### config.mk
export PLATFORM = sky130hd
export DESIGN_NAME = pci_blue_response_fifo
export DESIGN_NICKNAME = d
export VERILOG_FILES = /design/src/rtl/pci_blue_response_fifo_pkg.sv /design/src/rtl/pci_blue_fifo_ram.sv /design/src/rtl/pci_blue_response_fifo.sv
export SDC_FILE = /design/constraint.sdc
export NUM_CORES = 1
export LEC_CHECK = 0
export CAP_MARGIN = 25
export CORE_AREA = 5 5 244 246
export DETAILED_ROUTE_END_ITERATION = 16
export DIE_AREA = 0 0 249 251
export DONT_BUFFER_PORTS = 1
export MAX_ROUTING_LAYER = met4
export PLACE_DENSITY = 0.65
export RECOVER_POWER = 50
export SKIP_CTS_REPAIR_TIMING = 1
export SYNTH_ARGS = -nofsm -noshare
export SYNTH_HDL_FRONTEND = slang
export SYNTH_SLANG_ARGS = --single-unit
### constraint.sdc
create_clock -name pci_clk -period 10.7 [get_ports pci_clk]
set_input_delay 1.605 -clock pci_clk [delete_from_list [all_inputs] [get_ports pci_clk]]
set_output_delay 1.605 -clock pci_clk [all_outputs]
set_load 0.02 [all_outputs]
### src/rtl/pci_blue_response_fifo_pkg.sv
// rtl/pci_blue_response_fifo_pkg.sv - response entry encodings and layout
package pci_blue_response_fifo_pkg;

   localparam int ENTRY_W = 40;

   typedef enum logic [3:0] {
      RESP_ADDRESS       = 4'h1,
      RESP_DATA          = 4'h2,
      RESP_DATA_LAST     = 4'h3,
      RESP_WRITE_FENCE   = 4'h4,
      RESP_READ_REQUEST  = 4'h5,
      RESP_MASTER_STATUS = 4'h6
   } resp_type_e;

   typedef struct packed {
      logic [3:0]  rtype;
      logic [3:0]  cbe;
      logic [31:0] data;
   } resp_entry_t;

   function automatic resp_entry_t pack_entry(input logic [3:0] rtype,
                                              input logic [3:0] cbe,
                                              input logic [31:0] data);
      resp_entry_t e;
      e.rtype = rtype;
      e.cbe   = cbe;
      e.data  = data;
      return e;
   endfunction

endpackage

### src/rtl/pci_blue_fifo_ram.sv
// rtl/pci_blue_fifo_ram.sv - register array, one write port, one async read port
module pci_blue_fifo_ram
   import pci_blue_response_fifo_pkg::*;
#(
   parameter int DEPTH  = 16,
   parameter int ADDR_W = 4,
   parameter int WIDTH  = ENTRY_W
) (
   input  logic              clk,
   input  logic              wr_en,
   input  logic [ADDR_W-1:0] wr_addr,
   input  logic [WIDTH-1:0]  wr_data,
   input  logic [ADDR_W-1:0] rd_addr,
   output logic [WIDTH-1:0]  rd_data
);

   // Contents are deliberately left unreset; the pointers decide what is valid.
   logic [WIDTH-1:0] mem_q [DEPTH];

   always_ff @(posedge clk) begin
      if (wr_en) begin
         mem_q[wr_addr] <= wr_data;
      end
   end

   assign rd_data = mem_q[rd_addr];

endmodule

### src/rtl/pci_blue_response_fifo.sv
// rtl/pci_blue_response_fifo.sv - Target-to-Host response FIFO, first-word-fall-through
module pci_blue_response_fifo
   import pci_blue_response_fifo_pkg::*;
#(
   parameter int DEPTH          = 16,
   parameter int ADDR_W         = 4,
   parameter int ROOM_THRESHOLD = 2
) (
   input  logic              pci_clk,
   input  logic              pci_reset_l,
   input  logic [3:0]        pci_iface_response_type,
   input  logic [3:0]        pci_iface_response_cbe,
   input  logic [31:0]       pci_iface_response_data,
   input  logic              pci_iface_response_data_load,
   output logic              pci_iface_response_room_available_meta,
   output logic              pci_iface_response_error,
   output logic [3:0]        host_response_type,
   output logic [3:0]        host_response_cbe,
   output logic [31:0]       host_response_data,
   output logic              host_response_data_available,
   input  logic              host_response_unload,
   output logic              host_response_error,
   output logic [ADDR_W:0]   host_response_level
);

   localparam logic [ADDR_W:0] DEPTH_L = (ADDR_W+1)'(DEPTH);
   localparam logic [ADDR_W:0] THRESH_L = (ADDR_W+1)'(ROOM_THRESHOLD);

   logic [ADDR_W-1:0] wr_ptr_q, wr_ptr_d;
   logic [ADDR_W-1:0] rd_ptr_q, rd_ptr_d;
   logic [ADDR_W:0]   level_q, level_d;
   logic              room_q, room_d;
   logic              ovf_q, ovf_d;
   logic              unf_q, unf_d;

   logic              full, empty, push, pop;
   resp_entry_t       wr_entry, rd_entry, head;

   always_comb begin
      full     = (level_q == DEPTH_L);
      empty    = (level_q == '0);
      pop      = host_response_unload && !empty;
      // A pop in the same cycle frees the slot, so a full FIFO still accepts the writer.
      push     = pci_iface_response_data_load && (!full || pop);
      wr_ptr_d = push ? wr_ptr_q + ADDR_W'(1) : wr_ptr_q;
      rd_ptr_d = pop  ? rd_ptr_q + ADDR_W'(1) : rd_ptr_q;
      level_d  = level_q + {{ADDR_W{1'b0}}, push} - {{ADDR_W{1'b0}}, pop};
      // Room is judged on next-state level so a writer one cycle behind stays safe.
      room_d   = (DEPTH_L - level_d) >= THRESH_L;
      ovf_d    = ovf_q | (pci_iface_response_data_load && !push);
      unf_d    = unf_q | (host_response_unload && empty);
   end

   always_ff @(posedge pci_clk) begin
      if (!pci_reset_l) begin
         wr_ptr_q <= '0;
         rd_ptr_q <= '0;
         level_q  <= '0;
         room_q   <= 1'b1;
         ovf_q    <= 1'b0;
         unf_q    <= 1'b0;
      end else begin
         wr_ptr_q <= wr_ptr_d;
         rd_ptr_q <= rd_ptr_d;
         level_q  <= level_d;
         room_q   <= room_d;
         ovf_q    <= ovf_d;
         unf_q    <= unf_d;
      end
   end

   assign wr_entry = pack_entry(pci_iface_response_type, pci_iface_response_cbe,
                                pci_iface_response_data);

   pci_blue_fifo_ram #(
      .DEPTH  (DEPTH),
      .ADDR_W (ADDR_W),
      .WIDTH  (ENTRY_W)
   ) u_ram (
      .clk     (pci_clk),
      .wr_en   (push && pci_reset_l),
      .wr_addr (wr_ptr_q),
      .wr_data (wr_entry),
      .rd_addr (rd_ptr_q),
      .rd_data (rd_entry)
   );

   assign head = empty ? '0 : rd_entry;

   assign host_response_type                     = head.rtype;
   assign host_response_cbe                      = head.cbe;
   assign host_response_data                     = head.data;
   assign host_response_data_available           = !empty;
   assign host_response_level                    = level_q;
   assign pci_iface_response_room_available_meta = room_q;
   assign pci_iface_response_error               = ovf_q;
   assign host_response_error                    = unf_q;

endmodule
==> load_flow_metrics.sql, run 1 <==
INSERT INTO impl_metrics (metric_group, metric, value, unit) VALUES
('cts', 'clock_tree.root_cell', 'clkbuf_16', ''),
('detailed_routing', 'via_count', '11100', ''),
('run_status', 'violations', 'capacitance limit, slew limit', ''),
('timing', 'timing.final.hold_violations', '0', ''),
('run', 'cap_violations', '2', ''),
('timing', 'totalNegativeSetupSlack', '0', 'ns'),
('timing', 'worst_slew_pin_slew', '1.60', 'ns'),
('worst_hold_path', 'worst_hold_path_type', 'flop to flop', ''),
('synthesis', 'post_synthesis_cell_area', '25300', 'sq um'),
('final_layout', 'final_util', '49.7', '%'),
('power', 'max-vdd-ir-drop', '0.146', 'mV'),
('timing', 'hold_slack', '0.560', 'ns'),
('cts', 'worst_setup_hold_path_clk_slew', '0.06', 'ns'),
('run_status', 'status', 'finished with violations', ''),
('critical_path', 'path_max_fanout', '61', ''),
('final_layout', 'synthToLayoutAreaGrowth', '12.2', '%'),
('cts', 'cts_num_sinks', '660', ''),
('final_layout', 'commonest_non_fill_non_tap_cell_in_the_layout', 'edfxtp_1', ''),
('critical_path', 'critical_path.slowest_cell', 'dfxtp_4', ''),
('placed_design', 'hpwlAfterDp', '25500', 'um'),
('final_layout', 'layout_common_cells', 'edfxtp_1 (640), mux4_2 (160), mux2i_1 (81), clkbuf_16 (71), o22ai_1 (40)', ''),
('critical_path', 'cp-start-kind', 'flop', ''),
('timing', 'clock-skew-final', '0.0163', 'ns'),
('timing', 'timing.slew.headroom', '-6.96', '%'),
('critical_path', 'required', '9.10', 'ns'),
('final_layout', 'design.final.nets', '1200', ''),
('detailed_routing', 'dr_vias_cell', '5.65', ''),
('floorplan', 'die_outline_area', '62500', 'sq um'),
('synthesis', 'synth-edff-count', '640', ''),
('detailed_routing', 'drt_wl_total', '51300', 'um'),
('synthesis', 'dominantRegCellSynth', 'edfxtp_1', ''),
('timing', 'rsz0062_at_grt', 'no', ''),
('timing', 'final_max_slew_viol_count', '24', ''),
('synthesis', 'synth_cell_types', '35', ''),
('placed_design', 'globalplace.congestion', '0.736', ''),
('floorplan', 'core_area', '57100', 'sq um'),
('synthesis', 'synth_seq_cells', '660', ''),
('placed_design', 'placement.setup.worst_slack', '5.43', 'ns'),
('critical_path', 'setup.worst_path.class', 'flop to primary output', ''),
('final_layout', 'layoutNonFillerInstCount', '1961', ''),
('timing', 'final.min_clock_period', '5.41', 'ns'),
('critical_path', 'category_of_cells_accounting_for_the_largest_share_of_critical_path_delay', 'buffers and inverters', ''),
('global_route', 'initial_antenna_violation_count', '0', ''),
('detailed_routing', 'dr.pass1.iters', '4', ''),
('synthesis', 'syn_avg_cell_area', '22.9', 'sq um'),
('synthesis', 'synth.yosys.seq_area_share', '77.6', '%'),
('critical_path', 'cp_slowest_stage_delay', '0.81', 'ns'),
('critical_path', 'crit_buf_inv', '3', ''),
('floorplan', 'initial_utilization', '44.2', '%'),
('power', 'cellPowerDensity', '227', 'nW/um^2'),
('global_route', 'maximum_number_of_pins_on_one_net_before_global_route_repair', '73', ''),
('detailed_routing', 'drt-wirelength-per-cell', '26.2', 'um'),
('timing', 'maxClockFrequency', '185', 'MHz'),
('cts', 'cts_tree', 'built', ''),
('placed_design', 'place.detailed.instances', '1837', ''),
('placed_design', 'port_buffers', '0', ''),
('floorplan', 'io_pins', '93', ''),
('synthesis', 'synthesis.instances', '1103', ''),
('critical_path', 'cp-end-kind', 'primary output', ''),
('final_layout', 'final_layout_size_suffix_gt1_share', '24.7', '%'),
('global_route', 'global_route.overflow_total', '0', ''),
('synthesis', 'ys.warnings.count', '0', ''),
('cts', 'buffers_from_clock_root_to_sink_at_most', '3', ''),
('power', 'total_leakage_power', '8.44', 'nW'),
('cts', 'tritoncts.num_buffers', '67', ''),
('floorplan', 'placement_rows', '88', ''),
('critical_path', 'timing.critical_path.cells', 'buf_4 -> buf_4 -> buf_16 -> mux4_2 -> mux2i_1 -> o22ai_1', ''),
('global_route', 'gr-usage-all-layers', '16.9', '%'),
('synthesis', 'syn_nets', '1160', ''),
('floorplan', 'floorplan.die.height', '251', 'um'),
('floorplan', 'die_w', '249', 'um');
## metal layers
layer	up-vias	routed length [um]	GRT usage [%]
met5	-	0	-
met4	0	867	4.46
met3	67	3360	4.20
met2	293	25600	27.4
met1	5980	21500	21.9
li1	4731	-	-
## cells in the mapped netlist (4+ instances only)
library cell / count / area share, %
and2_1: 9 / 0.22
buf_1: 4 / 0.059
buf_2: 19 / 0.38
buf_6: 11 / 0.49
clkbuf_1: 22 / 0.33
dfxtp_1: 20 / 1.6
edfxtp_1: 640 / 76
ha_1: 12 / 0.59
inv_1: 12 / 0.18
mux2i_1: 81 / 3.2
mux4_2: 160 / 14
nand2_1: 11 / 0.16
nand3_1: 4 / 0.079
nor2_1: 19 / 0.28
nor2b_1: 7 / 0.17
o22ai_1: 40 / 0.99
xnor2_1: 8 / 0.28
## final cells by class
type	instances	area, sq um	area share [%]
inverter	12	45.0	0.159
sequential	660	19600	69.2
multi-input combinational	375	5410	19.1
clock buffer	86	1830	6.46
antenna	1	2.50	0.00882
clock inverter	35	235	0.829
timing repair buffer	27	263	0.926
tap	765	957	3.37
## per-stage QoR
stage | total power [mW] | cell area [sq um]
finish | 6.44 | 28400
global route | 6.71 | 28400
CTS | 6.52 | 28300
detailed placement | 4.33 | 26300
global placement | 4.30 | 26200
floorplan | 4.07 | 25300
## path summary, 6_finish.rpt
path	start	endpoint	slack [ns]	depth (start not counted)
worst min-delay path	rd_ptr_q[3]$_SDFFE_PN0N_	flop	0.56	2
worst min register to register	rd_ptr_q[3]$_SDFFE_PN0N_	flop	0.56	2
worst max-delay path	flop	host_response_data[19]	5.29	6
worst max register to register	host_response_level[2]$_SDFF_PN0_	u_ram.mem_q[12][30]$_DFFE_PP_	6.34	7
## registers in the layout, summed over array words and instances, names as in the netlist, named ones only
name / cells
host_response_error: 1
host_response_level: 5
pci_iface_response_error: 1
pci_iface_response_room_available_meta: 1
rd_ptr_q: 4
u_ram.mem_q: 640
wr_ptr_q: 4
## where the power goes
group          leakage, nW  switching, mW  internal [mW]
Combinational         1.50          0.692          0.567
Sequential            5.93         0.0886           2.89
Clock                 1.01          0.921           1.28
## cell families (layout without fill, tap and decap cells)
| group | after synthesis | after routing | share of synthesized area (%) |
|---|---|---|---|
| AOI/OAI and AO/OA | 51 | 51 | 1.31 |
| and+or+nand+nor | 61 | 61 | 1.22 |
| buffers and inverters | 68 | 160 | 1.43 |
| adders and majority gates | 13 | 13 | 0.673 |
| xor gates and xnor gates | 9 | 9 | 0.312 |
| muxes | 241 | 241 | 17.5 |
| other | 0 | 1 | 0 |
| DFF | 660 | 660 | 77.6 |
## worst min-delay path, cell delays in order, from the launching register on
cell	delay [ns]
dfxtp_1	0.30
o21ai_0	0.06
a21boi_0	0.13
Power figures use the tool's default switching activity.
==> inputs of run 2 (changes only) <==
--- a/config.mk
+++ b/config.mk
@@ -11,7 +11,7 @@
 export DIE_AREA = 0 0 249 251
 export DONT_BUFFER_PORTS = 1
 export MAX_ROUTING_LAYER = met4
-export PLACE_DENSITY = 0.65
+export PLACE_DENSITY = 0.67
 export RECOVER_POWER = 50
 export SKIP_CTS_REPAIR_TIMING = 1
 export SYNTH_ARGS = -nofsm -noshare
==> constraint.sdc (replaced) <==
create_clock -name pci_clk -period 4.9 [get_ports pci_clk]
set_input_delay 0.735 -clock pci_clk [delete_from_list [all_inputs] [get_ports pci_clk]]
set_output_delay 0.735 -clock pci_clk [all_outputs]
set_load 0.02 [all_outputs]
==> run 2 against run 1 <==
Against the previous run:
- the flow now finishes without violations
- via count shrank 0.51%
- clock skew shrank 0.0021 ns
- clock power grew 120%
- flip-flop and latch count is the same
- worst setup slack lost 4.6 ns
- global-route usage shrank 0.11 points
- die area is the same
- worst hold slack lost 0.33 ns
- register-to-register slack lost 5.3 ns
- critical path depth grew 1
- critical path type unchanged
==> load_flow_metrics.sql, run 2 (synthesized netlist as in run 1, its figures left out) <==
INSERT INTO impl_metrics (metric_group, metric, value, unit) VALUES
('run_status', 'status', 'finished clean', ''),
('floorplan', 'die_w', '249', 'um'),
('power', 'total_leakage_power', '8.49', 'nW'),
('critical_path', 'setup.worst_path.class', 'flop to primary output', ''),
('run', 'cap_violations', '0', ''),
('worst_hold_path', 'min_to', 'u_ram.mem_q[0][38]$_DFFE_PP_', ''),
('timing', 'final_max_slew_viol_count', '0', ''),
('detailed_routing', 'via_count', '11000', ''),
('cts', 'worst_setup_hold_path_clk_slew', '0.06', 'ns'),
('critical_path', 'regToRegEndpoint', 'u_ram.mem_q[15][22]$_DFFE_PP_', ''),
('final_layout', 'layoutNonFillerInstCount', '1961', ''),
('floorplan', 'initial_utilization', '44.2', '%'),
('placed_design', 'place.detailed.instances', '1845', ''),
('floorplan', 'placement_rows', '88', ''),
('timing', 'report.final.setup_viol', '0', ''),
('timing', 'maxClockFrequency', '236', 'MHz'),
('global_route', 'initial_antenna_violation_count', '0', ''),
('timing', 'worst_slew_pin_slew', '1.18', 'ns'),
('detailed_routing', 'postRouteAntennaNets', '0', ''),
('placed_design', 'placement.setup.worst_slack', '1.22', 'ns'),
('global_route', 'gr-usage-all-layers', '16.8', '%'),
('timing', 'timing.final.hold_violations', '0', ''),
('critical_path', 'required', '4.16', 'ns'),
('detailed_routing', 'drt-wirelength-per-cell', '25.9', 'um'),
('detailed_routing', 'dr_vias_cell', '5.62', ''),
('final_layout', 'synthToLayoutAreaGrowth', '12.8', '%'),
('final_layout', 'multi_input_area', '5420', 'sq um'),
('power', 'cellInternalPower', '10.4', 'mW'),
('final_layout', 'registers.top_by_ff_count', 'u_ram.mem_q', ''),
('power', 'power.combinational.fraction', '19.7', '%'),
('final_layout', 'max_ffs_per_register', '640', ''),
('timing', 'hold_slack', '0.234', 'ns'),
('detailed_routing', 'drt_wl_total', '50900', 'um'),
('timing', 'clock-skew-final', '0.0142', 'ns'),
('power', 'power.net_switching', '3.77', 'mW'),
('detailed_routing', 'dr.pass1.iters', '5', ''),
('placed_design', 'port_buffers', '0', ''),
('timing', 'finalCritPeriodShare', '86.5', '%'),
('cts', 'clock_tree.root_cell', 'clkbuf_16', ''),
('final_layout', 'register_area', '19600', 'sq um'),
('timing', 'totalNegativeSetupSlack', '0', 'ns'),
('final_layout', 'design.final.nets', '1207', ''),
('floorplan', 'die_outline_area', '62500', 'sq um'),
('cts', 'worst_skew_pair.late_latency', '0.59', 'ns'),
('final_layout', 'antenna_cells', '0', ''),
('floorplan', 'floorplan.die.height', '251', 'um'),
('cts', 'buffers_from_clock_root_to_sink_at_most', '3', ''),
('critical_path', 'rr_worst_depth', '7', ''),
('global_route', 'wire_length_of_the_first_global_routing_pass', '76900', 'um'),
('timing', 'timing.slew.headroom', '21.7', '%'),
('detailed_routing', 'drt-initial-drc-count', '965', ''),
('cts', 'clock_tree.htree_level_count', '3', ''),
('global_route', 'vias_in_the_first_global_route', '11700', ''),
('power', 'p_sw_share', '26.6', '%'),
('worst_hold_path', 'min_delay_path_depth', '0', ''),
('cts', 'cts_tree', 'built', ''),
('global_route', 'global_route.overflow_total', '0', ''),
('power', 'seq_power_share', '46.0', '%'),
('critical_path', 'critical_path_arrival', '3.50', 'ns'),
('cts', 'cts_num_sinks', '660', ''),
('power', 'power_frac_clock', '34.4', '%'),
('timing', 'final_critical_path_setup_slack', '0.662', 'ns'),
('final_layout', 'filler_cell_count', '4408', ''),
('worst_hold_path', 'worst_hold_path_type', 'input port to flop', ''),
('placed_design', 'globalplace.congestion', '0.745', ''),
('placed_design', 'hpwlAfterDp', '27800', 'um'),
('final_layout', 'final_layout_size_suffix_gt1_share', '25.8', '%'),
('critical_path', 'path_max_fanout', '26', ''),
('final_layout', 'commonest_non_fill_non_tap_cell_in_the_layout', 'edfxtp_1', ''),
('global_route', 'maximum_number_of_pins_on_one_net_before_global_route_repair', '57', ''),
('power', 'cellPowerDensity', '497', 'nW/um^2'),
('timing', 'rsz0062_at_grt', 'no', ''),
('detailed_routing', 'route.detailed.drc', '0', ''),
('critical_path', 'regToRegSetupSlack', '1.09', 'ns'),
('cts', 'tritoncts.num_buffers', '68', ''),
('timing', 'final.min_clock_period', '4.24', 'ns'),
('floorplan', 'io_pins', '93', ''),
('critical_path', 'r2r-start', 'host_response_level[2]$_SDFF_PN0_', ''),
('worst_hold_path', 'hold_start', 'pci_iface_response_type[2]', ''),
('floorplan', 'core_area', '57100', 'sq um'),
('final_layout', 'layout_common_cells', 'edfxtp_1 (640), mux4_2 (160), mux2i_1 (81), clkbuf_16 (70), o22ai_1 (40)', ''),
('power', 'fin_total_pwr', '14.2', 'mW'),
('critical_path', 'cp-start-kind', 'flop', ''),
('critical_path', 'cp-end-kind', 'primary output', ''),
('power', 'max-vdd-ir-drop', '0.332', 'mV');
run 2: cell count changes in the layout (fill, tap and decap cells not counted), sizes merged:
cell,change
buf,+5
bufinv,+1
clkbuf,-1
clkinv,-10
clkinvlp,+2
diode,-1
inv,+4
run 2: layout make-up:
type / count / share of cell area, %
Sequential cell: 660 / 68.8
Tap cell: 765 / 3.35
Timing Repair Buffer: 33 / 1.34
Inverter: 12 / 0.158
Multi-Input combinational cell: 375 / 19.0
Clock buffer: 84 / 6.32
Clock inverter: 32 / 1.04
run 2: worst max path at each step:
stage,from,to,slack [ns],cells past startpoint
after floorplan,host_response_level[2]$_SDFF_PN0_,u_ram.mem_q[11][0]$_DFFE_PP_,1.28,6
after global placement,host_response_level[2]$_SDFF_PN0_,host_response_cbe[0],1.31,7
after detailed placement,host_response_level[3]$_SDFF_PN0_,host_response_data[28],1.22,7
after global routing,host_response_level[2]$_SDFF_PN0_,host_response_cbe[3],0.50,7
final,host_response_level[2]$_SDFF_PN0_,host_response_data[28],0.66,7
after CTS,host_response_level[2]$_SDFF_PN0_,host_response_data[28],0.58,7
run 2: power groups by stage:
stage                     combinational (mW)  clock, mW  sequential [mW]
after floorplan                         2.40          0             6.48
after global placement                  2.83          0             6.64
after detailed placement                2.85          0             6.64
after CTS                               2.85       4.97             6.52
after global routing                    3.01       5.24             6.54
final                                   2.79       4.87             6.51
run 2: per-layer routing:
metal	track usage [%]	up-vias	wire length (um)	part of all wire (%)
met5	-	-	0	0
met4	4.19	0	762	1.5
met3	4.17	56	3750	7.4
met2	26.2	340	25200	49
met1	22.7	5865	21200	42
li1	-	4753	-	-
run 2: critical path, stage by stage, from the launching register on:
cell and delay, ns:
dfxtp_1 0.47, inv_1 0.11, ha_1 0.20, nor3b_1 0.15, nand2b_1 0.40, nand2b_2 0.63, buf_4 0.46, o22ai_1 0.48
run 2: per-stage QoR:
stage | util (%) | area (sq um)
after floorplan | - | 25300
after CTS | 50.0 | 28500
final | 49.9 | 28500
after global routing | 49.9 | 28500
after global placement | 46.3 | 26400
after detailed placement | 46.3 | 26400
==> inputs of run 3 (changes only) <==
--- a/config.mk
+++ b/config.mk
@@ -10,8 +10,8 @@
 export DETAILED_ROUTE_END_ITERATION = 16
 export DIE_AREA = 0 0 249 251
 export DONT_BUFFER_PORTS = 1
+export GPL_ROUTABILITY_DRIVEN = 0
 export MAX_ROUTING_LAYER = met4
-export PLACE_DENSITY = 0.67
 export RECOVER_POWER = 50
 export SKIP_CTS_REPAIR_TIMING = 1
 export SYNTH_ARGS = -nofsm -noshare
==> run 3 against run 2 <==
Against the previous run:
- count of clock-buffer cells in the layout rose by 3
- register-to-register slack worse by 0.49 ns
- maximum frequency decreased by 1.5%
- first-iteration DRC count is 13% lower
- sequential power is 0.9% lower
- highest routed layer unchanged
- the run now ends with capacitance limit, slew limit left
- largest power group unchanged
==> load_flow_metrics.sql, run 3 (synthesized netlist as in run 1, its figures left out) <==
INSERT INTO impl_metrics (metric_group, metric, value, unit) VALUES
('detailed_routing', 'drt_wl_total', '52600', 'um'),
('placed_design', 'hpwlAfterDp', '29400', 'um'),
('detailed_routing', 'drt-wirelength-per-cell', '26.8', 'um'),
('critical_path', 'path_max_fanout', '28', ''),
('power', 'fin_total_pwr', '14.2', 'mW'),
('run_status', 'violations', 'capacitance limit, slew limit', ''),
('timing', 'clock-skew-final', '0.0141', 'ns'),
('final_layout', 'commonest_non_fill_non_tap_cell_in_the_layout', 'edfxtp_1', ''),
('global_route', 'initial_antenna_violation_count', '0', ''),
('critical_path', 'critical_path_arrival', '4.52', 'ns'),
('final_layout', 'layout_common_cells', 'edfxtp_1 (640), mux4_2 (160), mux2i_1 (81), clkbuf_16 (71), o22ai_1 (40)', ''),
('final_layout', 'max_ffs_per_register', '640', ''),
('floorplan', 'core_area', '57100', 'sq um'),
('timing', 'timing.final.hold_violations', '0', ''),
('cts', 'clock_tree.root_cell', 'clkbuf_16', ''),
('final_layout', 'layoutNonFillerInstCount', '1966', ''),
('timing', 'rsz0062_at_grt', 'no', ''),
('power', 'cellPowerDensity', '499', 'nW/um^2'),
('placed_design', 'placement.setup.worst_slack', '1.13', 'ns'),
('cts', 'worst_skew_pair.late_latency', '0.59', 'ns'),
('final_layout', 'final_layout_size_suffix_gt1_share', '25.5', '%'),
('timing', 'final.min_clock_period', '4.30', 'ns'),
('global_route', 'wire_length_of_the_first_global_routing_pass', '78600', 'um'),
('timing', 'hold_slack', '0.237', 'ns'),
('final_layout', 'synthToLayoutAreaGrowth', '13.0', '%'),
('floorplan', 'floorplan.die.height', '251', 'um'),
('timing', 'finalCritPeriodShare', '87.8', '%'),
('critical_path', 'setup.worst_path.class', 'flop to flop', ''),
('timing', 'final_max_slew_viol_count', '14', ''),
('critical_path', 'cp-startpoint', 'host_response_level[3]$_SDFF_PN0_', ''),
('global_route', 'maximum_number_of_pins_on_one_net_before_global_route_repair', '55', ''),
('floorplan', 'initial_utilization', '44.2', '%'),
('critical_path', 'required', '5.11', 'ns'),
('floorplan', 'placement_rows', '88', ''),
('critical_path', 'cp-start-kind', 'flop', ''),
('critical_path', 'rr_worst_depth', '7', ''),
('final_layout', 'registers.top_by_ff_count', 'u_ram.mem_q', ''),
('detailed_routing', 'drt-initial-drc-count', '839', ''),
('cts', 'buffers_from_clock_root_to_sink_at_most', '3', ''),
('run', 'cap_violations', '1', ''),
('timing', 'worst_slew_pin_slew', '1.53', 'ns'),
('floorplan', 'io_pins', '93', ''),
('floorplan', 'die_w', '249', 'um'),
('cts', 'cts_tree', 'built', ''),
('placed_design', 'place.detailed.instances', '1847', ''),
('timing', 'timing.slew.headroom', '-2.27', '%'),
('power', 'total_leakage_power', '8.50', 'nW'),
('global_route', 'gr-usage-all-layers', '17.3', '%'),
('detailed_routing', 'postRouteAntennaNets', '0', ''),
('power', 'max-vdd-ir-drop', '0.467', 'mV'),
('global_route', 'global_route.overflow_total', '0', ''),
('critical_path', 'r2r-start', 'host_response_level[3]$_SDFF_PN0_', ''),
('detailed_routing', 'dr.pass1.iters', '5', ''),
('run_status', 'status', 'finished with violations', ''),
('detailed_routing', 'dr_vias_cell', '5.62', ''),
('final_layout', 'final_util', '50.0', '%'),
('timing', 'totalNegativeSetupSlack', '0', 'ns'),
('placed_design', 'dpl-instance-area', '26500', 'sq um'),
('floorplan', 'die_outline_area', '62500', 'sq um'),
('critical_path', 'cp-end-kind', 'flop', ''),
('timing', 'maxClockFrequency', '232', 'MHz'),
('final_layout', 'design.final.nets', '1208', ''),
('detailed_routing', 'via_count', '11100', ''),
('timing', 'report.final.setup_viol', '0', ''),
('cts', 'cts_num_sinks', '660', ''),
('cts', 'clock_tree.htree_level_count', '3', ''),
('worst_hold_path', 'worst_hold_path_type', 'input port to flop', ''),
('placed_design', 'port_buffers', '0', ''),
('cts', 'tritoncts.num_buffers', '67', ''),
('final_layout', 'post-route-cell-area', '28600', 'sq um'),
('global_route', 'vias_in_the_first_global_route', '11600', ''),
('timing', 'final_critical_path_setup_slack', '0.597', 'ns'),
('final_layout', 'antenna_cells', '0', ''),
('detailed_routing', 'route.detailed.drc', '0', ''),
('cts', 'worst_setup_hold_path_clk_slew', '0.07', 'ns'),
('worst_hold_path', 'hold_start', 'pci_iface_response_type[3]', ''),
('worst_hold_path', 'min_delay_path_depth', '0', '');
-- run 3: cell types whose count changed in the layout (fill, tap and decap cells not counted), sizes merged --
cell,previous run,this run
buf,32,34
bufinv,4,5
clkbuf,85,88
clkinv,19,22
inv,17,13
-- run 3: final cells by class --
| cell class | instances | area, sq um |
|---|---|---|
| clock buffers | 87 | 1840 |
| repair buffers | 35 | 397 |
| flip-flops and latches | 660 | 19600 |
| multi-input cells | 375 | 5420 |
| well taps | 765 | 957 |
| clock inverters | 32 | 283 |
| inverters | 12 | 45.0 |
| fillers | 4468 | 28600 |
-- run 3: path summary, 6_finish.rpt --
check                                               endpoint  slack, ns
worst min-delay path            u_ram.mem_q[3][39]$_DFFE_PP_       0.24
worst max-delay path            u_ram.mem_q[9][28]$_DFFE_PP_       0.60
worst min register to register                          flop       0.53
worst max register to register  u_ram.mem_q[9][28]$_DFFE_PP_       0.60
-- run 3: report_power, final --
group / switching [mW] / internal (mW) / total [mW]
clock: 2.04 / 2.91 / 4.95
sequential: 0.150 / 6.30 / 6.45
combinational: 1.59 / 1.26 / 2.85
-- run 3: metal layers --
metal	global-route usage, %	vias to the layer above	part of all wire (%)
li1	-	4760	-
met1	23.0	5910	42
met3	3.83	74	6.4
met2	27.4	306	50
met4	5.03	0	2.2
met5	-	-	0
-- run 3: worst max-delay path, stage by stage (launching register included) --
cell and delay, ns:
dfxtp_1 0.48, inv_1 0.12, ha_1 0.19, nor3b_1 0.16, a31oi_1 0.68, nand2_1 0.41
nor2_1 1.24, buf_4 0.64
